`src/rtl/uart_port.sv`:
```
// uart_port: UART transceiver with TX/RX FIFOs; UART_LOOPBACK_EN adds a loopback input that routes Tx into RX.
// Latency: Tx falls 2 cycles after send_flag; a received byte is visible 3 + CLKS_PER_BIT/2 cycles after its stop bit starts.
// Backpressure: sendable drops while the TX FIFO is full; with the RX FIFO full, valid frames are dropped and err_overrun is set.

module uart_port_fifo #(
  parameter int W  = 8,
  parameter int AW = 4
) (
  input  logic         clk,
  input  logic         rst,
  input  logic         push,
  input  logic         pop,
  input  logic [W-1:0] din,
  output logic [W-1:0] dout,
  output logic         full,
  output logic         empty
);
  logic [AW:0]  wr_q, wr_d, rd_q, rd_d;
  logic [W-1:0] mem_q [2**AW];
  logic         do_push, do_pop;

  // The extra pointer bit tells a full buffer from an empty one.
  assign empty   = (wr_q == rd_q);
  assign full    = (wr_q[AW] != rd_q[AW]) && (wr_q[AW-1:0] == rd_q[AW-1:0]);
  assign do_pop  = pop && !empty;
  assign do_push = push && (!full || do_pop);
  assign dout    = mem_q[rd_q[AW-1:0]];

  always_comb begin
    wr_d = do_push ? wr_q + (AW+1)'(1) : wr_q;
    rd_d = do_pop  ? rd_q + (AW+1)'(1) : rd_q;
  end

  always_ff @(posedge clk) begin
    if (rst) begin
      wr_q <= '0;
      rd_q <= '0;
    end else begin
      wr_q <= wr_d;
      rd_q <= rd_d;
    end
  end

  always_ff @(posedge clk) begin
    if (do_push) mem_q[wr_q[AW-1:0]] <= din;
  end
endmodule

module uart_port #(
  parameter int CLKS_PER_BIT = 9375,
  parameter int DATA_BITS    = 8,
  parameter int PARITY       = 1,
  parameter int STOP_BITS    = 1,
  parameter int FIFO_AW      = 4
) (
  input  logic                 CLK,
  input  logic                 RST,
  input  logic                 send_flag,
  input  logic [DATA_BITS-1:0] send_data,
  input  logic                 recv_flag,
  output logic [DATA_BITS-1:0] recv_data,
  output logic                 sendable,
  output logic                 receivable,
  output logic                 tx_busy,
  output logic                 err_parity,
  output logic                 err_frame,
  output logic                 err_overrun,
  input  logic                 err_clear,
`ifdef UART_LOOPBACK_EN
  input  logic                 loopback,
`endif
  output logic                 Tx,
  input  logic                 Rx
);
  localparam int CNT_W = $clog2(CLKS_PER_BIT);
  localparam int IDX_W = $clog2(DATA_BITS);
  localparam logic [CNT_W-1:0] CNT_LAST = CNT_W'(CLKS_PER_BIT - 1);
  localparam logic [CNT_W-1:0] CNT_MID  = CNT_W'(CLKS_PER_BIT / 2);
  localparam logic [IDX_W-1:0] IDX_LAST = IDX_W'(DATA_BITS - 1);
  localparam logic             PAR_ODD  = (PARITY == 2);

  localparam logic [2:0] S_IDLE  = 3'd0;
  localparam logic [2:0] S_START = 3'd1;
  localparam logic [2:0] S_DATA  = 3'd2;
  localparam logic [2:0] S_PAR   = 3'd3;
  localparam logic [2:0] S_STOP  = 3'd4;
  localparam logic [2:0] S_WAIT  = 3'd5;

  logic [2:0]           tx_st_q, tx_st_d;
  logic [CNT_W-1:0]     tx_cnt_q, tx_cnt_d;
  logic [IDX_W-1:0]     tx_idx_q, tx_idx_d;
  logic [DATA_BITS-1:0] tx_sh_q, tx_sh_d;
  logic                 tx_par_q, tx_par_d, tx_stop_q, tx_stop_d;
  logic                 tx_q, tx_d, sendable_q, sendable_d, busy_q, busy_d;
  logic                 tx_end, tx_load;
  logic                 txf_push, txf_pop, txf_full, txf_empty;
  logic [DATA_BITS-1:0] txf_dout;

  logic [2:0]           rx_st_q, rx_st_d;
  logic [CNT_W-1:0]     rx_cnt_q, rx_cnt_d;
  logic [IDX_W-1:0]     rx_idx_q, rx_idx_d;
  logic [DATA_BITS-1:0] rx_sh_q, rx_sh_d;
  logic                 rx_par_q, rx_par_d;
  logic                 rx_meta_q, rx_sync_q, rx_in;
  logic                 rx_mid, rx_end, new_par, new_frm, new_ovr;
  logic                 err_par_q, err_par_d, err_frm_q, err_frm_d, err_ovr_q, err_ovr_d;
  logic                 rxf_push, rxf_full, rxf_empty;
  logic [DATA_BITS-1:0] rxf_dout;

`ifdef UART_LOOPBACK_EN
  assign rx_in = loopback ? tx_q : Rx;
  assign Tx    = loopback ? 1'b1 : tx_q;
`else
  assign rx_in = Rx;
  assign Tx    = tx_q;
`endif

  assign txf_push    = send_flag && sendable_q;
  assign sendable    = sendable_q;
  assign tx_busy     = busy_q;
  assign receivable  = !rxf_empty;
  assign recv_data   = rxf_empty ? '0 : rxf_dout;
  assign err_parity  = err_par_q;
  assign err_frame   = err_frm_q;
  assign err_overrun = err_ovr_q;

  uart_port_fifo #(.W(DATA_BITS), .AW(FIFO_AW)) u_tx_fifo (
    .clk(CLK), .rst(RST), .push(txf_push), .pop(txf_pop), .din(send_data),
    .dout(txf_dout), .full(txf_full), .empty(txf_empty)
  );

  uart_port_fifo #(.W(DATA_BITS), .AW(FIFO_AW)) u_rx_fifo (
    .clk(CLK), .rst(RST), .push(rxf_push), .pop(recv_flag), .din(rx_sh_q),
    .dout(rxf_dout), .full(rxf_full), .empty(rxf_empty)
  );

  always_comb begin
    tx_st_d   = tx_st_q;
    tx_cnt_d  = tx_cnt_q;
    tx_idx_d  = tx_idx_q;
    tx_sh_d   = tx_sh_q;
    tx_par_d  = tx_par_q;
    tx_stop_d = tx_stop_q;
    tx_load   = 1'b0;
    tx_end    = (tx_cnt_q == CNT_LAST);
    if (tx_st_q != S_IDLE) tx_cnt_d = tx_end ? '0 : tx_cnt_q + CNT_W'(1);
    case (tx_st_q)
      S_IDLE:  tx_load = !txf_empty;
      S_START: if (tx_end) begin
        tx_st_d  = S_DATA;
        tx_idx_d = '0;
      end
      S_DATA: if (tx_end) begin
        tx_sh_d   = tx_sh_q >> 1;
        tx_idx_d  = tx_idx_q + IDX_W'(1);
        tx_stop_d = 1'b0;
        if (tx_idx_q == IDX_LAST) tx_st_d = (PARITY != 0) ? S_PAR : S_STOP;
      end
      S_PAR: if (tx_end) tx_st_d = S_STOP;
      S_STOP: if (tx_end) begin
        if (STOP_BITS == 2 && !tx_stop_q) tx_stop_d = 1'b1;
        else begin
          tx_st_d = S_IDLE;
          tx_load = !txf_empty;  // chain straight into the next frame
        end
      end
      default: tx_st_d = S_IDLE;
    endcase
    txf_pop = tx_load;
    if (tx_load) begin
      tx_st_d  = S_START;
      tx_cnt_d = '0;
      tx_sh_d  = txf_dout;
      tx_par_d = (^txf_dout) ^ PAR_ODD;
    end
    case (tx_st_q)
      S_START: tx_d = 1'b0;
      S_DATA:  tx_d = tx_sh_q[0];
      S_PAR:   tx_d = tx_par_q;
      default: tx_d = 1'b1;
    endcase
    sendable_d = !txf_full;
    busy_d     = (tx_st_q != S_IDLE) || !txf_empty;
  end

  always_comb begin
    rx_st_d  = rx_st_q;
    rx_cnt_d = rx_cnt_q;
    rx_idx_d = rx_idx_q;
    rx_sh_d  = rx_sh_q;
    rx_par_d = rx_par_q;
    rxf_push = 1'b0;
    new_par  = 1'b0;
    new_frm  = 1'b0;
    new_ovr  = 1'b0;
    rx_mid   = (rx_cnt_q == CNT_MID);
    rx_end   = (rx_cnt_q == CNT_LAST);
    if (rx_st_q != S_IDLE && rx_st_q != S_WAIT) rx_cnt_d = rx_end ? '0 : rx_cnt_q + CNT_W'(1);
    case (rx_st_q)
      // The detection cycle counts as bit-time 0, keeping samples centred.
      S_IDLE: if (!rx_sync_q) begin
        rx_st_d  = S_START;
        rx_cnt_d = CNT_W'(1);
      end
      S_START: begin
        if (rx_mid && rx_sync_q) rx_st_d = S_IDLE;
        else if (rx_end) begin
          rx_st_d  = S_DATA;
          rx_idx_d = '0;
        end
      end
      S_DATA: begin
        if (rx_mid) rx_sh_d = {rx_sync_q, rx_sh_q[DATA_BITS-1:1]};
        if (rx_end) begin
          rx_idx_d = rx_idx_q + IDX_W'(1);
          if (rx_idx_q == IDX_LAST) rx_st_d = (PARITY != 0) ? S_PAR : S_STOP;
        end
      end
      S_PAR: begin
        if (rx_mid) rx_par_d = rx_sync_q;
        if (rx_end) rx_st_d = S_STOP;
      end
      S_STOP: if (rx_mid) begin
        new_par = (PARITY != 0) && (rx_par_q != ((^rx_sh_q) ^ PAR_ODD));
        new_frm = !rx_sync_q;
        if (!new_par && !new_frm) begin
          rxf_push = 1'b1;
          new_ovr  = rxf_full && !recv_flag;
        end
        rx_st_d = new_frm ? S_WAIT : S_IDLE;
      end
      S_WAIT: if (rx_sync_q) rx_st_d = S_IDLE;
      default: rx_st_d = S_IDLE;
    endcase
    err_par_d = (err_par_q && !err_clear) || new_par;
    err_frm_d = (err_frm_q && !err_clear) || new_frm;
    err_ovr_d = (err_ovr_q && !err_clear) || new_ovr;
  end

  always_ff @(posedge CLK) begin
    if (RST) begin
      tx_st_q    <= S_IDLE;
      tx_cnt_q   <= '0;
      tx_idx_q   <= '0;
      tx_sh_q    <= '0;
      tx_par_q   <= 1'b0;
      tx_stop_q  <= 1'b0;
      tx_q       <= 1'b1;
      sendable_q <= 1'b1;
      busy_q     <= 1'b0;
      rx_st_q    <= S_IDLE;
      rx_cnt_q   <= '0;
      rx_idx_q   <= '0;
      rx_sh_q    <= '0;
      rx_par_q   <= 1'b0;
      rx_meta_q  <= 1'b1;
      rx_sync_q  <= 1'b1;
      err_par_q  <= 1'b0;
      err_frm_q  <= 1'b0;
      err_ovr_q  <= 1'b0;
    end else begin
      tx_st_q    <= tx_st_d;
      tx_cnt_q   <= tx_cnt_d;
      tx_idx_q   <= tx_idx_d;
      tx_sh_q    <= tx_sh_d;
      tx_par_q   <= tx_par_d;
      tx_stop_q  <= tx_stop_d;
      tx_q       <= tx_d;
      sendable_q <= sendable_d;
      busy_q     <= busy_d;
      rx_st_q    <= rx_st_d;
      rx_cnt_q   <= rx_cnt_d;
      rx_idx_q   <= rx_idx_d;
      rx_sh_q    <= rx_sh_d;
      rx_par_q   <= rx_par_d;
      rx_meta_q  <= rx_in;
      rx_sync_q  <= rx_meta_q;
      err_par_q  <= err_par_d;
      err_frm_q  <= err_frm_d;
      err_ovr_q  <= err_ovr_d;
    end
  end
endmodule

```
`config.mk`:
```
export PLATFORM = sky130hd
export DESIGN_NAME = uart_port
export DESIGN_NICKNAME = d
export VERILOG_FILES = /design/src/rtl/uart_port.sv
export SDC_FILE = /design/constraint.sdc
export NUM_CORES = 1
export LEC_CHECK = 0
export BUFFER_PORTS_ARGS = -buffer_cell sky130_fd_sc_hd__buf_2
export CORE_UTILIZATION = 42
export CTS_CLUSTER_DIAMETER = 60
export DETAILED_ROUTE_END_ITERATION = 8
export PLACE_DENSITY = 0.62
export SLEW_MARGIN = 30
export SYNTH_ARGS = -nofsm -noshare
export SYNTH_HDL_FRONTEND = slang
export SYNTH_HIERARCHICAL = 1
export SYNTH_SLANG_ARGS = --single-unit
```
`constraint.sdc`:
```
create_clock -name CLK -period 4.1 [get_ports CLK]
set_clock_uncertainty 0.2 [all_clocks]
set_input_delay 0.205 -clock CLK [delete_from_list [all_inputs] [get_ports CLK]]
set_output_delay 0.205 -clock CLK [all_outputs]
set_load 0.02 [all_outputs]
```
==> metrics.txt <==
outcome finished clean; Clock Path Buffers 3; DR pass1 iterations 5; maximum VDD drop 0.353 mV; Syn-to-layout area delta 13.2%; HP Class input port to flip-flop; drc violations 0; port buffer count 28; vias in the first global route between 7000 and 8000; worst hold path depth 6; cell-internal power 6.33 mW; Worst Hold Launch send_flag; via/cell ratio approximately 5.4; die span in x 190 um; routability cong. between 0.7 and 0.8; share of layout cells above drive strength 1 ~14%; commonest non-fill, non-tap cell in the layout edfxtp_1; Hold Crit Endpoint u_tx_fifo/wr_q[2]; Clock transition at path regs roughly 0.06 ns; IO Pins 29; core area approximately 35000 um2; final core utilization about half; pwr dens approximately 500 nW/um2; Root Driver clkbuf_16; FF-to-FF End u_tx_fifo/mem_q[0][4]; Sink Count 350; critical path arrival 3.57 ns; net switching power between 1.5 and 2 mW; final setup violation count 0; worst rel slew slack 49.2%; period utilisation layout 88.1%; asr flop ratio synth 0%; WL per Instance about 20 um; # Max-Cap Violations 0; dominant synthesized flop cell edfxtp_1; Reg2Reg Setup Slack ~0.5 ns; Worst-Margin Slew 0.762 ns; die height 190 um; Mapped Cells 914; post-layout net count 1000; htree depth 2; fin cells approximately 1500; FP Rows 68; placed cell count between 1000 and 1500; maximum number of pins on one net before global-route repair 34; Seq pwr share 47.8%; critical path class flip-flop to flip-flop; Max Slew Vio Count 0; Ys Warns 6; dpl hpwl about 19 mm; n_diodes 0; Post-Layout Inst Area 16700 um2; postcts setup bufs 0; sw frac a little under a quarter; Routed WL 28.8 mm; worst-case reg-to-reg path depth 9; CTS tree done; sequential element share of the synthesized area between 60% and 70%; LEAKAGE ~5.8 nW; Mapped Area between 10000 and 15000 um2; clock buffer count from CTS 39; commonest cells after routing, fill and taps aside edfxtp_1, dfxtp_1, nor2_1, mux4_1, clkbuf_16; EDFF count, synth between 200 and 300; Clock power frac around two fifths; antenna violations before repair 0; first-pass GRT wire length approximately 44 mm; Logic pwr share between 10% and 20%; Netlist cell types 62; CP endpoint kind flip-flop; Syn Area/Cell 16.2 um2; RSZ-0062 raised after global routing no; DRT iter0 DRCs approximately 480; Hold Fails Final Rpt 0; Clk Latency, worst-skew pair between 0.5 and 0.6 ns; crit start category flip-flop; Initial Utilization a little over two fifths; fin crit period around 3.6 ns; total number of vias just under 8000; syn_nets ~950; Highest Clock Rate 0.277 GHz; Worst EP required 4.06 ns; Die ar. roughly 36000 um2; dpl cell area around 15000 um2; number of synthesized register bits 350; setup TNS 0 ns; Total GRT Usage 16.1%; reg2reg start tx_cnt_q[0]; crit path max fanout 17; gr ovfl total 0; final antenna-violating net count 0
[area by class of cell]
type | instances | area [um2]
repair buffers | 58 | 398
well taps | 455 | 569
fillers | 2876 | 17900
inverters | 18 | 68.8
flip-flops and latches | 350 | 9570
clock inverters | 20 | 195
multi-input cells | 501 | 4870
clock buffers | 52 | 1060
[worst max-delay path by stage]
stage                     start                     end  depth (start not counted)  slack, ns
global placement    tx_cnt_q[0]   u_tx_fifo/mem_q[0][6]                          9       0.52
CTS                 tx_cnt_q[0]   u_tx_fifo/mem_q[0][4]                          9       0.50
finish              tx_cnt_q[0]   u_tx_fifo/mem_q[0][4]                          9       0.49
global route        tx_cnt_q[0]   u_tx_fifo/mem_q[0][2]                          9       0.29
floorplan           tx_cnt_q[0]  u_tx_fifo/mem_q[11][0]                         10       0.67
detailed placement  tx_cnt_q[0]   u_tx_fifo/mem_q[0][4]                          9       0.52
[Yosys cell counts (3+ instances only)]
master,count,area (um2)
and3_1,27,169
dfxtp_1,94,1880
nand3_1,8,40.0
a21o_1,3,22.5
xnor2_1,36,315
buf_2,9,45.0
nor4_1,4,25.0
or2_2,4,25.0
mux2i_1,20,200
nor3b_1,6,45.0
mux4_1,64,1680
o21ai_0,17,85.1
or3_1,7,43.8
nor2_1,83,312
inv_1,17,63.8
clkbuf_1,16,60.1
buf_6,8,90.1
mux4_2,16,360
nor3_1,14,70.1
nor2b_1,20,125
nand2b_1,5,31.3
a22oi_1,3,22.5
nand2_1,29,109
nand4_1,12,75.1
buf_1,10,37.5
xor2_1,23,201
edfxtp_1,256,7690
or3b_2,3,26.3
a21oi_1,31,155
and2_1,7,43.8
ha_1,18,225
[power by group through the flow]
stage	registers [mW]	logic [mW]	clock network (mW)
final	3.96	0.963	3.36
after global placement	4.04	0.955	0
after global routing	3.98	1.04	3.57
after detailed placement	4.04	0.963	0
after CTS	3.96	0.975	3.44
after floorplan	4.00	0.782	0
[metal layers]
metal | up-vias | GRT usage (%) | part of all wire (%)
met2 | 141 | 27.6 | 50
met5 | - | 0 | 0
met3 | 42 | 2.38 | 3.8
met4 | 0 | 4.31 | 1.8
li1 | 3668 | - | -
met1 | 3930 | 21.4 | 44
[logic make-up (layout without fill, tap and decap cells)]
family	count (synthesis)	in the layout	synth area share (%)
flip-flops	350	350	64.7
AND/OR/NAND/NOR	243	243	8.81
multiplexers	102	102	15.3
AO/OA/AOI/OAI	76	76	3.45
buffers and inverters	63	148	2.31
XOR/XNOR	62	62	3.87
adder cells (fa/ha/maj)	18	18	1.52
[state kept, by name, summed over array words and instances (netlist names), 5 cells and up, named ones only]
name	count
u_rx_fifo/rd_q	5
u_tx_fifo/wr_q	5
rx_cnt_q	14
u_tx_fifo/rd_q	5
u_rx_fifo/mem_q	128
u_rx_fifo/wr_q	5
tx_sh_q	8
rx_sh_q	8
tx_cnt_q	14
u_tx_fifo/mem_q	128
[through the flow]
step / power [mW] / setup slack (ns) / hold WS, ns
2_1_floorplan: 4.79 / 0.668 / 0.104
3_3_place_gp: 4.99 / 0.519 / 0.214
3_5_place_dp: 5.00 / 0.518 / 0.226
4_1_cts: 8.38 / 0.504 / 0.228
5_1_grt: 8.59 / 0.291 / 0.260
6_report: 8.28 / 0.488 / 0.233
[critical path: stages, from the launching register on]
cell and delay (ns):
dfxtp_1 0.34, inv_1 0.08, ha_1 0.13, or3b_2 0.43, or4_4 0.54, a21o_4 0.33, clkinv_2 0.15, nor2_1 0.12
a21boi_4 0.44, and3_1 0.49
[what timing repair did]
action	CTS	global route
hold buffers	13	0
hold endpoints to repair	144	0
gates resized for setup	0	0
No activity file was read; power rests on OpenSTA's default activity.
